File: src/rtl/counter7sd_run_ctrl.sv
`default_nettype none
// ============================================================================
// Module   : counter7sd_run_ctrl
// Purpose  : Run-control sequencer for the Counter7SD seven-segment counter.
//            Debounces three raw push-buttons and turns their presses into
//            the counter's pause / reverse controls. It handles run/stop,
//            single-step, and direction change. A direction change while
//            running passes through a paused gap, so the counter never
//            reverses on a live count.
// Ports    : clock    - system clock, rising edge
//            reset    - synchronous, active-high
//            btn_run  - raw button, toggles run/stop
//            btn_step - raw button, single step while stopped
//            btn_dir  - raw button, direction change request
//            pause    - 1 = counter holds
//            reverse  - 1 = counter counts down
//            busy     - 1 while stepping or turning
//            state    - FSM state: 00 stopped, 01 running, 10 stepping,
//                       11 turning
// Revision : 1.0 - initial release
// ============================================================================
module counter7sd_run_ctrl #(
    parameter int DEBOUNCE_CYCLES = 4,
    parameter int STEP_CYCLES     = 6,
    parameter int GAP_CYCLES      = 3
) (
    input  logic       clock,
    input  logic       reset,
    input  logic       btn_run,
    input  logic       btn_step,
    input  logic       btn_dir,
    output logic       pause,
    output logic       reverse,
    output logic       busy,
    output logic [1:0] state
);

    // One shared counter width, sized for the largest cycle parameter.
    localparam int c_MAX_SG = (STEP_CYCLES > GAP_CYCLES) ? STEP_CYCLES : GAP_CYCLES;
    localparam int c_MAX_P  = (DEBOUNCE_CYCLES > c_MAX_SG) ? DEBOUNCE_CYCLES : c_MAX_SG;
    localparam int c_CNT_W  = $clog2(c_MAX_P) + 1;

    localparam logic [c_CNT_W-1:0] c_DB_LAST   = c_CNT_W'(DEBOUNCE_CYCLES - 1);
    localparam logic [c_CNT_W-1:0] c_STEP_LOAD = c_CNT_W'(STEP_CYCLES);
    localparam logic [c_CNT_W-1:0] c_GAP_LOAD  = c_CNT_W'(GAP_CYCLES);
    localparam logic [c_CNT_W-1:0] c_ONE       = c_CNT_W'(1);

    localparam logic [1:0] c_ST_STOPPED  = 2'b00;
    localparam logic [1:0] c_ST_RUNNING  = 2'b01;
    localparam logic [1:0] c_ST_STEPPING = 2'b10;
    localparam logic [1:0] c_ST_TURNING  = 2'b11;

    logic [2:0] w_btn_raw;
    logic [2:0] w_evt;
    logic       w_run_evt;
    logic       w_step_evt;
    logic       w_dir_evt;

    assign w_btn_raw = {btn_dir, btn_step, btn_run};

    // Per-button input path: 2-flop synchroniser, debounce, press detect.
    for (genvar gi = 0; gi < 3; gi++) begin : g_btn
        logic               r_sync1;
        logic               r_sync2;
        logic               r_level;
        logic               r_level_d;
        logic               r_evt;
        logic [c_CNT_W-1:0] r_db_cnt;

        always_ff @(posedge clock) begin
            if (reset) begin
                r_sync1   <= 1'b0;
                r_sync2   <= 1'b0;
                r_level   <= 1'b0;
                r_level_d <= 1'b0;
                r_evt     <= 1'b0;
                r_db_cnt  <= '0;
            end else begin
                r_sync1   <= w_btn_raw[gi];
                r_sync2   <= r_sync1;
                r_level_d <= r_level;
                // Press pulse is derived from the registered level so the
                // FSM sees it one edge after the debounced level rises.
                r_evt     <= r_level & ~r_level_d;
                if (r_sync2 == r_level) begin
                    r_db_cnt <= '0;
                end else if (r_db_cnt == c_DB_LAST) begin
                    r_level  <= ~r_level;
                    r_db_cnt <= '0;
                end else begin
                    r_db_cnt <= r_db_cnt + c_ONE;
                end
            end
        end

        assign w_evt[gi] = r_evt;
    end

    assign w_run_evt  = w_evt[0];
    assign w_step_evt = w_evt[1];
    assign w_dir_evt  = w_evt[2];

    logic [1:0]         r_state;
    logic               r_pause;
    logic               r_reverse;
    logic               r_busy;
    logic [c_CNT_W-1:0] r_step_cnt;
    logic [c_CNT_W-1:0] r_gap_cnt;

    always_ff @(posedge clock) begin
        if (reset) begin
            r_state    <= c_ST_STOPPED;
            r_pause    <= 1'b1;
            r_reverse  <= 1'b0;
            r_busy     <= 1'b0;
            r_step_cnt <= '0;
            r_gap_cnt  <= '0;
        end else begin
            case (r_state)
                c_ST_STOPPED: begin
                    if (w_run_evt) begin
                        r_state <= c_ST_RUNNING;
                        r_pause <= 1'b0;
                    end else if (w_dir_evt) begin
                        // Counter is held, so the direction can flip directly.
                        r_reverse <= ~r_reverse;
                    end else if (w_step_evt) begin
                        r_state    <= c_ST_STEPPING;
                        r_pause    <= 1'b0;
                        r_busy     <= 1'b1;
                        r_step_cnt <= c_STEP_LOAD;
                    end
                end
                c_ST_RUNNING: begin
                    if (w_run_evt) begin
                        r_state <= c_ST_STOPPED;
                        r_pause <= 1'b1;
                    end else if (w_dir_evt) begin
                        r_state   <= c_ST_TURNING;
                        r_pause   <= 1'b1;
                        r_busy    <= 1'b1;
                        r_gap_cnt <= c_GAP_LOAD;
                    end
                end
                c_ST_STEPPING: begin
                    // Events arriving mid-step are discarded.
                    if (r_step_cnt == c_ONE) begin
                        r_state <= c_ST_STOPPED;
                        r_pause <= 1'b1;
                        r_busy  <= 1'b0;
                    end else begin
                        r_step_cnt <= r_step_cnt - c_ONE;
                    end
                end
                default: begin // c_ST_TURNING
                    if (w_run_evt) begin
                        // Stop request still honours the pending turn.
                        r_state   <= c_ST_STOPPED;
                        r_reverse <= ~r_reverse;
                        r_busy    <= 1'b0;
                    end else if (r_gap_cnt == c_ONE) begin
                        r_state   <= c_ST_RUNNING;
                        r_pause   <= 1'b0;
                        r_reverse <= ~r_reverse;
                        r_busy    <= 1'b0;
                    end else begin
                        r_gap_cnt <= r_gap_cnt - c_ONE;
                    end
                end
            endcase
        end
    end

    assign state   = r_state;
    assign pause   = r_pause;
    assign reverse = r_reverse;
    assign busy    = r_busy;

endmodule
`default_nettype wire

File: config.mk
export PLATFORM = sky130hd
export DESIGN_NAME = counter7sd_run_ctrl
export DESIGN_NICKNAME = d
export VERILOG_FILES = /design/src/rtl/counter7sd_run_ctrl.sv
export SDC_FILE = /design/constraint.sdc
export NUM_CORES = 1
export LEC_CHECK = 0
export ABC_AREA = 1
export CAP_MARGIN = 0
export CORE_ASPECT_RATIO = 1.25
export CORE_MARGIN = 1
export CORE_UTILIZATION = 55
export CTS_CLUSTER_SIZE = 20
export DETAILED_ROUTE_END_ITERATION = 6
export PLACE_DENSITY_LB_ADDON = 0.05
export SETUP_SLACK_MARGIN = 0.05
export SLEW_MARGIN = 15
export SYNTH_ARGS = -nofsm -noshare
export SYNTH_HDL_FRONTEND = slang
export SYNTH_SLANG_ARGS = --single-unit
File: constraint.sdc
create_clock -name clock -period 1.71 [get_ports clock]
set_clock_uncertainty 0.1 [all_clocks]
set_input_delay 0.513 -clock clock [delete_from_list [all_inputs] [get_ports clock]]
set_output_delay 0.513 -clock clock [all_outputs]
set_load 0.1 [all_outputs]
==> results of run 1 <==
==> metrics by stage <==
stage | worst slack (ns) | hold WS, ns
3_5_place_dp | 0.0542 | 0.281
4_1_cts | 0.134 | 0.278
5_1_grt | 0.0579 | 0.297
6_report | 0.153 | 0.277
2_1_floorplan | 0.0565 | 0.273
3_3_place_gp | 0.0826 | 0.277
==> cell usage in the layout (no fill, tap or decap), drive strengths merged <==
master         count
xor2               7
or2                7
clkdlybuf4s50      4
ha                11
inv               36
nand2             37
clkinv             2
dfxtp             40
nand4              5
a21oi             11
nor3               7
o21ai              9
a31oi              1
buf                7
nor2              40
clkbuf             6
nand3             21
==> state kept, by name (all words and copies together), names as in the netlist <==
register / flops
g_btn.r_sync2: 3
g_btn.r_sync1: 3
r_gap_cnt: 4
pause: 1
busy: 1
r_step_cnt: 4
reverse: 1
g_btn.r_level: 3
g_btn.r_level_d: 3
g_btn.r_db_cnt: 12
g_btn.r_evt: 3
state: 2
==> power groups by stage <==
stage / sequential (mW) / clock (mW) / combinational (mW)
5_1_grt: 1.14 / 0.691 / 1.51
3_5_place_dp: 1.15 / 0 / 1.31
3_3_place_gp: 1.15 / 0 / 1.30
6_report: 1.13 / 0.628 / 1.35
2_1_floorplan: 1.38 / 0 / 0.752
4_1_cts: 1.13 / 0.654 / 1.32
==> worst max path at each step <==
stage / endpoint / slack (ns) / depth (start not counted)
2_1_floorplan: r_gap_cnt[3]$_SDFFE_PP0P_ / 0.06 / 8
3_3_place_gp: g_btn[0].r_db_cnt[2]$_SDFF_PP0_ / 0.08 / 5
3_5_place_dp: g_btn[2].r_db_cnt[2]$_SDFF_PP0_ / 0.05 / 5
4_1_cts: r_gap_cnt[1]$_SDFFE_PP0P_ / 0.13 / 8
5_1_grt: state[1]$_SDFFE_PP0P_ / 0.06 / 9
6_report: r_step_cnt[0]$_SDFFE_PP0P_ / 0.15 / 9
==> layer usage <==
metal / up-vias / GRT usage / share of wire
met5: - / 0 / 0
met3: 6 / 0.0479 / 0.020
met1: 628 / 0.205 / 0.46
met2: 13 / 0.347 / 0.51
li1: 770 / - / -
met4: 0 / 0.102 / 0.016
==> worst register-to-register path, stage by stage, from the launching register on <==
cell	delay (ns)
dfxtp_4	0.38
inv_2	0.09
ha_2	0.28
nor2_4	0.05
inv_1	0.06
nand2_2	0.07
nor2_4	0.14
nand2_2	0.10
o21ai_1	0.13
nor2_1	0.05
==> synth_stat cells (all sizes together) <==
library cell  instances
nor2                 40
nand2                37
or2                   7
nand3                21
nand4                 5
inv                  36
o21ai                 9
a21oi                11
a31oi                 1
ha                   11
xor2                  7
nor3                  7
clkbuf                3
dfxtp                40
==> cells by family (layout without fill, tap and decap cells) <==
| kind of cell | Yosys count | count (layout) | synth area share |
|---|---|---|---|
| xor gates and xnor gates | 7 | 7 | 0.0335 |
| buffers and inverters | 39 | 55 | 0.0854 |
| and+or+nand+nor | 117 | 117 | 0.308 |
| AOI/OAI and AO/OA | 21 | 21 | 0.0602 |
| adders and majority gates | 11 | 11 | 0.0752 |
| DFF | 40 | 40 | 0.437 |
==> layout make-up <==
| type | count | area (um^2) | share of cell area |
|---|---|---|---|
| tap | 37 | 46.3 | 0.0215 |
| inverter | 36 | 135 | 0.0627 |
| sequential | 40 | 808 | 0.375 |
| clock buffer | 6 | 82.6 | 0.0383 |
| clock inverter | 2 | 10.0 | 0.00464 |
| multi-input combinational | 156 | 906 | 0.420 |
| timing repair buffer | 11 | 168 | 0.0778 |
==> timing repair <==
| action | 4_1_cts | 5_1_grt |
|---|---|---|
| buffers inserted | 0 | 0 |
| endpoints found under the setup margin | 0 | 7 |
| gates resized for setup | 0 | 3 |
==> results by group, run 1 <==
Status
  – Run status: finished, final reports clean

CTS
  – Root Buffer: clkbuf_8
  – H-tree levels: 2
  – Clk_lat worst skew: roughly 0.29 ns
  – Clk buf depth: 2
  – CTS tree: done
  – Num CTS Buffers: 5
  – CTS Hold Bufs: 0
  – CTS clk-pin slew, worst paths: ~0.080 ns
  – Clock sink count: 40

Setup path
  – Slowest library cell on the worst path: dfxtp_4
  – Crit-path max FO: 6
  – Critical path's top delay family: simple AND/OR/NAND/NOR gates
  – Delay of the slowest critical-path stage: about 0.38 ns
  – Setup crit start: state[0]$_SDFFE_PP0P_
  – Worst path cell trace: inv_2, ha_2, nor2_4, inv_1, nand2_2, nor2_4, nand2_2, o21ai_1, nor2_1
  – RR Endpoint: r_step_cnt[0]$_SDFFE_PP0P_
  – Crit. End Element: flop
  – WP buf/inv: 2
  – Type of origin of the critical path: flop
  – Data required, critical path: between 1.5 and 2 ns
  – Worst reg-to-reg path cell count: 9
  – R2r setup slk: 0.15 ns
  – Worst Setup Path Type: flop to flop
  – WP data arrival: ~1.6 ns
  – R2R Path Start: state[0]$_SDFFE_PP0P_

Global routing
  – Pin count of the biggest net entering global routing: 17
  – Gr ovfl total: 0
  – Gr usage total: 0.196
  – Number of global-route vias before repair: between 1000 and 1500
  – First-pass GRT wire length: between 5000 and 6000 um
  – Initial antenna violation count: 0

Power and ir drop
  – Total power: 3.11 mW
  – Combinational power share: 0.434
  – Leak Pwr: 0.908 nW
  – PwrDens: ~1400 nW/um^2
  – P_sw: 1.25 mW
  – Internal power consumption: roughly 1.9 mW
  – Sw Share: 0.403
  – Seq pwr share: 0.364
  – Worst vdd ir: between 1 and 1.5 mV
  – Clock power frac: 0.202

Synthesis
  – Synth Register Bits: 40
  – Synthesized area per cell: 7.79 um^2
  – Net Count, Synth: 251
  – Mapped Area: approximately 1800 um^2
  – Ranking of synthesized cells by area: dfxtp_1 (44%), ha_1 (7.5%), inv_1 (7.2%)
  – Biggest area consumer among synthesized cells: dfxtp_1
  – Register area share after synthesis: 0.437
  – Synthesized instance count: 235
  – Share of the synthesized area in the top cell type: 0.437
  – Yosys warnings: 0
  – Synth cell types: 23

Route
  – DR WL/cell: roughly 10 um
  – Drt drc: 0
  – Starting DRC count in detailed routing: 18
  – Pre-antenna DRT Iters: 4
  – ANT nets after route: 0
  – Via count: approximately 1400
  – Final wirelength: roughly 2900 um
  – Routed vias/inst: around 5

STA
  – Final setup vio count: 0
  – Fin. max-slew vios: 0
  – Slew @ Worst Pin: 0.247 ns
  – Final min period: approximately 1.6 ns
  – Hold Fails Final Rpt: 0
  – Tcrit/Tclk final: 0.910
  – Relative slew slack: 0.834
  – Fmax: about 640 MHz
  – TNS Setup: 0 ns
  – RSZ-0062 raised after global routing: no

Floorplan
  – Core area: 3190 um^2
  – Site Rows: 23
  – Ports: 10
  – Initial core utilization: 0.573
  – Chip Width: about 54 um
  – Die Y: approximately 67 um
  – Die area: 3560 um^2

Layout
  – Final core utilization: 0.675
  – Final net count: ~270
  – Fin cells: around 290
  – Antenna diodes: 0
  – Layout cell share with drive strength beyond 1: 0.179
  – Area grow syn2layout: 17.8%
  – FILL cells: 290
  – Finished Cell Area: roughly 2200 um^2

Worst hold path
  – Hold EP: g_btn[2].r_evt$_SDFF_PP0_
  – Hold path startpoint: g_btn[2].r_level_d$_SDFF_PP0_
  – HP Class: flop to flop
  – Hold Crit Depth: 1

Placed design
  – RePlAce Congestion: approximately 0.8
  – Placed Instances: 280
  – Hpwl dp: around 2100 um
  – Placed inst area: 2040 um^2
  – Port bufs: 9

Flow run
  – Total of max-cap violations: 0
Power figures use the tool's default switching activity.
==> run 2: changes to the inputs <==
Settings changed: SKIP_LAST_GASP set to 1.
==> results of run 2 <==
Same layout as run 1: the final DEF is identical, and so are final timing and power.
==> run 3: changes to the inputs <==
Settings changed: CTS_CLUSTER_DIAMETER set to 100.
==> results of run 3 <==
Same layout as run 1: the final DEF is identical, and so are final timing and power.
